$ cat src/rtl/cdiv_sched_pkg.sv
// Shared widths, operand types and lane helpers for the complex-divider scheduler.
package cdiv_sched_pkg;

    localparam int unsigned CDIV_OPER_W  = 16;
    localparam int unsigned CDIV_QUOT_W  = 32;
    localparam int unsigned CDIV_MAX_REQ = 8;
    localparam int unsigned CDIV_LANE_W  = CDIV_MAX_REQ * CDIV_OPER_W;
    localparam int unsigned CDIV_IDX_W   = $clog2(CDIV_MAX_REQ);

    typedef logic [CDIV_OPER_W-1:0] cdiv_oper_t;
    typedef logic [CDIV_LANE_W-1:0] cdiv_lanes_t;

    typedef struct packed {
        cdiv_oper_t re;
        cdiv_oper_t im;
    } cdiv_cplx_t;

    function automatic cdiv_oper_t cdiv_get_lane(input cdiv_lanes_t lanes,
                                                 input logic [CDIV_IDX_W-1:0] idx);
        return lanes[idx*CDIV_OPER_W +: CDIV_OPER_W];
    endfunction

    function automatic cdiv_lanes_t cdiv_set_lane(input cdiv_lanes_t lanes,
                                                  input logic [CDIV_IDX_W-1:0] idx,
                                                  input cdiv_oper_t val);
        cdiv_lanes_t res;
        res = lanes;
        res[idx*CDIV_OPER_W +: CDIV_OPER_W] = val;
        return res;
    endfunction

endpackage

$ cat src/rtl/cdiv_tag_fifo.sv
// Show-ahead synchronous FIFO holding the requester tag of each in-flight division.
module cdiv_tag_fifo #(
    parameter int unsigned WIDTH = 2,
    parameter int unsigned DEPTH = 64
) (
    input  logic                     clock,
    input  logic                     reset,
    input  logic                     push,
    input  logic [WIDTH-1:0]         push_data,
    input  logic                     pop,
    output logic [WIDTH-1:0]         pop_data,
    output logic [$clog2(DEPTH):0]   count,
    output logic                     full,
    output logic                     empty
);

    localparam int unsigned AW    = $clog2(DEPTH);
    localparam int unsigned CNT_W = AW + 1;

    logic [WIDTH-1:0] mem [DEPTH];
    logic [AW-1:0]    wr_ptr;
    logic [AW-1:0]    rd_ptr;
    logic             push_ok;
    logic             pop_ok;

    assign full     = (count == CNT_W'(DEPTH));
    assign empty    = (count == '0);
    assign pop_ok   = pop && !empty;
    // A full FIFO still accepts a push when the head leaves in the same cycle.
    assign push_ok  = push && (!full || pop_ok);
    assign pop_data = mem[rd_ptr];

    always_ff @(posedge clock) begin
        if (reset) begin
            wr_ptr <= '0;
            rd_ptr <= '0;
            count  <= '0;
        end else begin
            if (push_ok) wr_ptr <= (wr_ptr == AW'(DEPTH - 1)) ? '0 : wr_ptr + 1'b1;
            if (pop_ok)  rd_ptr <= (rd_ptr == AW'(DEPTH - 1)) ? '0 : rd_ptr + 1'b1;
            count <= count + CNT_W'(push_ok) - CNT_W'(pop_ok);
        end
    end

    always_ff @(posedge clock) begin
        if (push_ok) mem[wr_ptr] <= push_data;
    end

endmodule

$ cat src/rtl/cdiv_sched.sv
// Round-robin sharing of one in-order pipelined complex divider among NUM_REQ requesters.
// Define CDIV_SCHED_PRIO_EN to give requester 0 strict priority over the round-robin group.
module cdiv_sched
    import cdiv_sched_pkg::*;
#(
    parameter int unsigned NUM_REQ   = 4,
    parameter int unsigned TAG_DEPTH = 64,
    parameter int unsigned TAG_W     = 2
) (
    input  logic                         clock,
    input  logic                         reset,
    input  logic                         enable,
    input  logic [NUM_REQ-1:0]           req_valid,
    output logic [NUM_REQ-1:0]           req_ready,
    input  logic [NUM_REQ*CDIV_OPER_W-1:0] req_a_i,
    input  logic [NUM_REQ*CDIV_OPER_W-1:0] req_a_q,
    input  logic [NUM_REQ*CDIV_OPER_W-1:0] req_b_i,
    input  logic [NUM_REQ*CDIV_OPER_W-1:0] req_b_q,
    output logic [CDIV_OPER_W-1:0]       div_a_i,
    output logic [CDIV_OPER_W-1:0]       div_a_q,
    output logic [CDIV_OPER_W-1:0]       div_b_i,
    output logic [CDIV_OPER_W-1:0]       div_b_q,
    output logic                         div_in_strobe,
    input  logic [CDIV_QUOT_W-1:0]       div_p_i,
    input  logic [CDIV_QUOT_W-1:0]       div_p_q,
    input  logic                         div_out_strobe,
    output logic [NUM_REQ-1:0]           rsp_valid,
    output logic [CDIV_QUOT_W-1:0]       rsp_p_i,
    output logic [CDIV_QUOT_W-1:0]       rsp_p_q,
    output logic [$clog2(TAG_DEPTH):0]   in_flight,
    output logic                         err_orphan
);

    logic [TAG_W-1:0]   ptr;
    logic [TAG_W-1:0]   grant_idx;
    logic [TAG_W-1:0]   cand;
    logic [TAG_W-1:0]   tag_head;
    logic [NUM_REQ-1:0] rr_valid;
    logic               grant_any;
    logic               fifo_full;
    logic               fifo_empty;
    logic               pop;
    cdiv_cplx_t         div_a;
    cdiv_cplx_t         div_b;

    assign pop     = div_out_strobe && !fifo_empty;
    assign div_a_i = div_a.re;
    assign div_a_q = div_a.im;
    assign div_b_i = div_b.re;
    assign div_b_q = div_b.im;

    // Arbiter: first valid requester at or after ptr, from registered state only.
    always_comb begin
        grant_any = 1'b0;
        grant_idx = '0;
        cand      = '0;
        req_ready = '0;
        rr_valid  = req_valid;
`ifdef CDIV_SCHED_PRIO_EN
        rr_valid[0] = 1'b0;
`endif
        if (enable && !fifo_full) begin
`ifdef CDIV_SCHED_PRIO_EN
            if (req_valid[0]) grant_any = 1'b1;
`endif
            for (int unsigned i = 0; i < NUM_REQ; i++) begin
                cand = TAG_W'((32'(ptr) + i) % NUM_REQ);
                if (!grant_any && rr_valid[cand]) begin
                    grant_any = 1'b1;
                    grant_idx = cand;
                end
            end
            if (grant_any) req_ready = NUM_REQ'(1) << grant_idx;
        end
    end

    // Issue stage: latch granted operands, strobe the divider, advance the pointer.
    always_ff @(posedge clock) begin
        if (reset) begin
            ptr           <= '0;
            div_a         <= '0;
            div_b         <= '0;
            div_in_strobe <= 1'b0;
        end else begin
            div_in_strobe <= grant_any;
            if (grant_any) begin
                div_a.re <= cdiv_get_lane(CDIV_LANE_W'(req_a_i), CDIV_IDX_W'(grant_idx));
                div_a.im <= cdiv_get_lane(CDIV_LANE_W'(req_a_q), CDIV_IDX_W'(grant_idx));
                div_b.re <= cdiv_get_lane(CDIV_LANE_W'(req_b_i), CDIV_IDX_W'(grant_idx));
                div_b.im <= cdiv_get_lane(CDIV_LANE_W'(req_b_q), CDIV_IDX_W'(grant_idx));
`ifdef CDIV_SCHED_PRIO_EN
                if (grant_idx != '0) ptr <= TAG_W'((32'(grant_idx) + 1) % NUM_REQ);
`else
                ptr <= TAG_W'((32'(grant_idx) + 1) % NUM_REQ);
`endif
            end
        end
    end

    // Return stage: route each quotient to the requester at the FIFO head.
    always_ff @(posedge clock) begin
        if (reset) begin
            rsp_valid  <= '0;
            rsp_p_i    <= '0;
            rsp_p_q    <= '0;
            err_orphan <= 1'b0;
        end else begin
            rsp_valid <= '0;
            if (pop) begin
                rsp_valid <= NUM_REQ'(1) << tag_head;
                rsp_p_i   <= div_p_i;
                rsp_p_q   <= div_p_q;
            end
            if (div_out_strobe && fifo_empty) err_orphan <= 1'b1;
        end
    end

    cdiv_tag_fifo #(
        .WIDTH (TAG_W),
        .DEPTH (TAG_DEPTH)
    ) u_tag_fifo (
        .clock     (clock),
        .reset     (reset),
        .push      (grant_any),
        .push_data (grant_idx),
        .pop       (pop),
        .pop_data  (tag_head),
        .count     (in_flight),
        .full      (fifo_full),
        .empty     (fifo_empty)
    );

endmodule

$ cat config.mk
export PLATFORM = sky130hd
export DESIGN_NAME = cdiv_sched
export DESIGN_NICKNAME = d
export VERILOG_FILES = /design/src/rtl/cdiv_sched_pkg.sv /design/src/rtl/cdiv_tag_fifo.sv /design/src/rtl/cdiv_sched.sv
export SDC_FILE = /design/constraint.sdc
export NUM_CORES = 1
export LEC_CHECK = 0
export ABC_CLOCK_PERIOD_IN_PS = 4600
export CAP_MARGIN = 20
export CELL_PAD_IN_SITES_DETAIL_PLACEMENT = 1
export CELL_PAD_IN_SITES_GLOBAL_PLACEMENT = 2
export CORE_UTILIZATION = 28
export CTS_CLUSTER_DIAMETER = 60
export DETAILED_ROUTE_END_ITERATION = 10
export PLACE_DENSITY = 0.91
export SLEW_MARGIN = 20
export SYNTH_ARGS = -nofsm -noshare
export SYNTH_HDL_FRONTEND = slang
export SYNTH_SLANG_ARGS = --single-unit
$ cat constraint.sdc
create_clock -name clock -period 4.6 [get_ports clock]
set_clock_uncertainty 0.2 [all_clocks]
set_input_delay 0.46 -clock clock [delete_from_list [all_inputs] [get_ports clock]]
set_output_delay 0.46 -clock clock [all_outputs]
set_load 0.02 [all_outputs]
==> results_dict.tcl <==
set metrics [dict create \
    rows 78 \
    max_freq_mhz 269 \
    cts_tree "yes" \
    cts_resized 0 \
    sw_frac_of_total 0.317 \
    grt_setup_unrepaired "no" \
    numPortBuffers 472 \
    fin_crit_ps 3720 \
    area_delta_synth_final_pct 49.7 \
    worstMarginPinSlew_ps 1010 \
    cts-root-buf "clkbuf_16" \
    core_area_um2 45700 \
    hold_buffers 0 \
    cts_sinks 289 \
    hold_path.class "in -> reg" \
    cp_max_fo 8 \
    fin_crit_sh 0.809 \
    antenna_found_initial 7 \
    vdd_ir_drop_max_uv 246 \
    drive_above_1_share 0.106 \
    ys_seq_area_frac 0.541 \
    gp_congestion 0.793 \
    dr.first_iter.drc_count 660 \
    grt_pass1_wl_mm 70.0 \
    hpwl_mm 34.1 \
    grt_pass1_vias 11700 \
    dieHeight_um 218 \
    finalSetupTns_ps 0 \
    remaining_drc_errors 0 \
    status "finished clean" \
    rr_endpoint "u_tag_fifo.count[6]" \
    r2r_cells 16 \
    crit_arrival_ps 3060 \
    synthFlopType "dfxtp_1" \
    layout.nets 1941 \
    clk_pin_slew_ps 60 \
    syn_area_per_cell_um2 11.2 \
    slew_headroom 0.326 \
    pwr-share-clk 0.337 \
    grt_max_degree 129 \
    antenna_left 0 \
    synth.ff_latch_count 289 \
    grtUsageTotal 0.195 \
    crit_path_end_kind "output port" \
    htreeDepth 2 \
    dieArea_um2 47500 \
    powerDensity_nw_per_um2 434 \
    rr_startpoint "u_tag_fifo.count[3]" \
    yosys_warnings 0 \
    start_util 0.286 \
    die_x_um 218 \
    min_to "rsp_p_q[26]" \
    hold_start "reset" \
    finalWirelength_mm 47.9 \
    avgViaCountPerCell 4.91 \
    final_max_slew_viol_count 0 \
    synth_edf_count 128 \
    hold_depth 2 \
    required_ps 3940 \
    cp-start-kind "register" \
    yosysTopAreaCell "edfxtp_1" \
    ys_types 51 \
    r2r_slack_ps 1130 \
    ys_async_sr_fraction 0 \
    power_switching_mw 2.69 \
    setup_violations 0 \
    fin_hold_ws_ps 201 \
    internal_power_mw 5.79 \
    io_pins 473 \
    cts_setup_buffers 0 \
    clock_latency_ps 560 \
    finalHoldViolations 0 \
    synth_area_leaders "edfxtp_1 29%, dfxtp_1 25%, mux2i_1 10%" \
    clock_path_buffers 3 \
    numCtsBuffers 38 \
    syn_inst 1168 \
    globalRouteOverflowTotal 0 \
    seqPwrFrac 0.365 \
    netlist_area_um2 13100 \
    vias 11000 \
    leakage_nw 6.91 \
    yosysTopAreaCellShare 0.294 \
    drt_pass1_iterations 5 \
    wire_per_inst_um 21.5 \
    drv_cap 0 \
    synth_fp_nets 1508 \
    crit_type "reg -> out" \
    pwr-share-comb 0.297 \
]
-- cells in the mapped netlist, types with 2 or more instances --
cell type / instances
nor3_1: 72
nor2b_1: 3
buf_8: 2
a211oi_1: 2
a21oi_1: 79
nand3b_1: 4
ha_1: 11
o21a_1: 2
nor4_2: 2
a21o_1: 2
edfxtp_1: 128
mux2i_1: 133
dfxtp_1: 161
nor2_1: 154
o21ai_1: 2
nand4b_1: 2
o21bai_1: 2
nand4_1: 4
buf_1: 11
or3_1: 2
or3b_2: 2
mux4_2: 24
a221oi_1: 2
mux4_1: 14
xor2_1: 8
xnor2_1: 3
nand3_1: 6
o21ai_0: 3
nand2_1: 141
nand2b_1: 8
buf_2: 14
inv_1: 16
buf_4: 2
and2_1: 3
clkbuf_1: 65
o221a_2: 64
-- critical path: stages, from the launching register on --
cell	delay, ps
dfxtp_1	410
inv_1	100
ha_1	230
nand4bb_1	190
o21ai_1	190
nor4_4	360
buf_4	250
and2_1	160
clkdlybuf4s50_1	610
-- metrics by stage --
step | setup WS (ps) | util | area, µm² | std cells | total power, mW
after floorplan | 1000 | - | 13100 | 1168 | 4.55
after global placement | 1160 | 0.401 | 18300 | 2161 | 5.62
after detailed placement | 1050 | 0.401 | 18300 | 2161 | 5.68
after CTS | 785 | 0.428 | 19500 | 2230 | 8.61
after global routing | 700 | 0.428 | 19600 | 2234 | 8.90
final | 880 | 0.428 | 19600 | 2234 | 8.48
-- layout by cell type (no fill, tap or decap), drive strengths merged, types with 6 or more instances in the layout --
master	synthesis	final
nand3	6	6
inv	16	22
nor2	154	154
clkbuf	65	52
clkdlybuf4s50	0	471
dfxtp	161	161
nand2b	8	8
mux2i	133	133
ha	11	11
o221a	64	64
nand2	141	141
clkinv	1	11
a21oi	79	79
buf	30	17
nor3	72	72
mux4	38	38
edfxtp	128	128
xor2	8	8
-- metal layers --
metal  up-vias  wire length, µm  track usage
met3        90             3270       0.0582
met5         -               36            0
li1       5149                -            -
met2       370            25800        0.362
met4         6             1400       0.0685
met1      5345            17400        0.207
-- sequential cells by signal, summed over array words and instances (netlist names), 7 cells and up, named ones only --
| signal | flops |
|---|---|
| div_a_i | 16 |
| div_a_q | 16 |
| div_b_i | 16 |
| div_b_q | 16 |
| rsp_p_i | 32 |
| rsp_p_q | 32 |
| u_tag_fifo.count | 7 |
| u_tag_fifo.mem | 128 |
-- final cells by class --
cell class                      instances  area, µm²
Inverter                               17       66.3
Tap cell                              600        751
Timing Repair Buffer                  488       4880
Clock inverter                         17        171
Multi-Input combinational cell        767       5570
Antenna cell                            4       10.0
Clock buffer                           52       1030
Sequential cell                       289       7070
Fill cell                            5011      26100
-- kinds of logic after synthesis --
group,count (synthesis),synth area share
xor gates and xnor gates,11,0.00737
adders and majority gates,12,0.0121
muxes,171,0.171
AOI/OAI and AO/OA,163,0.0964
DFF,289,0.541
buffers and inverters,112,0.0364
and+or+nand+nor,410,0.135
-- how the worst max path moves through the flow --
stage                         from                   to  slack, ps  cells after the start
2_1_floorplan  u_tag_fifo.count[2]  u_tag_fifo.count[6]       1000                     18
3_3_place_gp          req_valid[1]  u_tag_fifo.count[6]       1160                     14
3_5_place_dp          req_valid[1]  u_tag_fifo.count[6]       1050                     14
4_1_cts        u_tag_fifo.count[2]         req_ready[1]        780                      8
5_1_grt        u_tag_fifo.count[2]         req_ready[3]        700                      8
6_report       u_tag_fifo.count[2]         req_ready[1]        880                      8
-- power groups by stage --
stage | sequential (mW) | combinational (mW) | clock [mW]
6_report | 3.09 | 2.52 | 2.86
4_1_cts | 3.10 | 2.56 | 2.95
2_1_floorplan | 3.34 | 1.21 | 0
3_3_place_gp | 3.13 | 2.49 | 0
5_1_grt | 3.12 | 2.71 | 3.06
3_5_place_dp | 3.14 | 2.54 | 0
No activity file was read; power rests on OpenSTA's default activity.
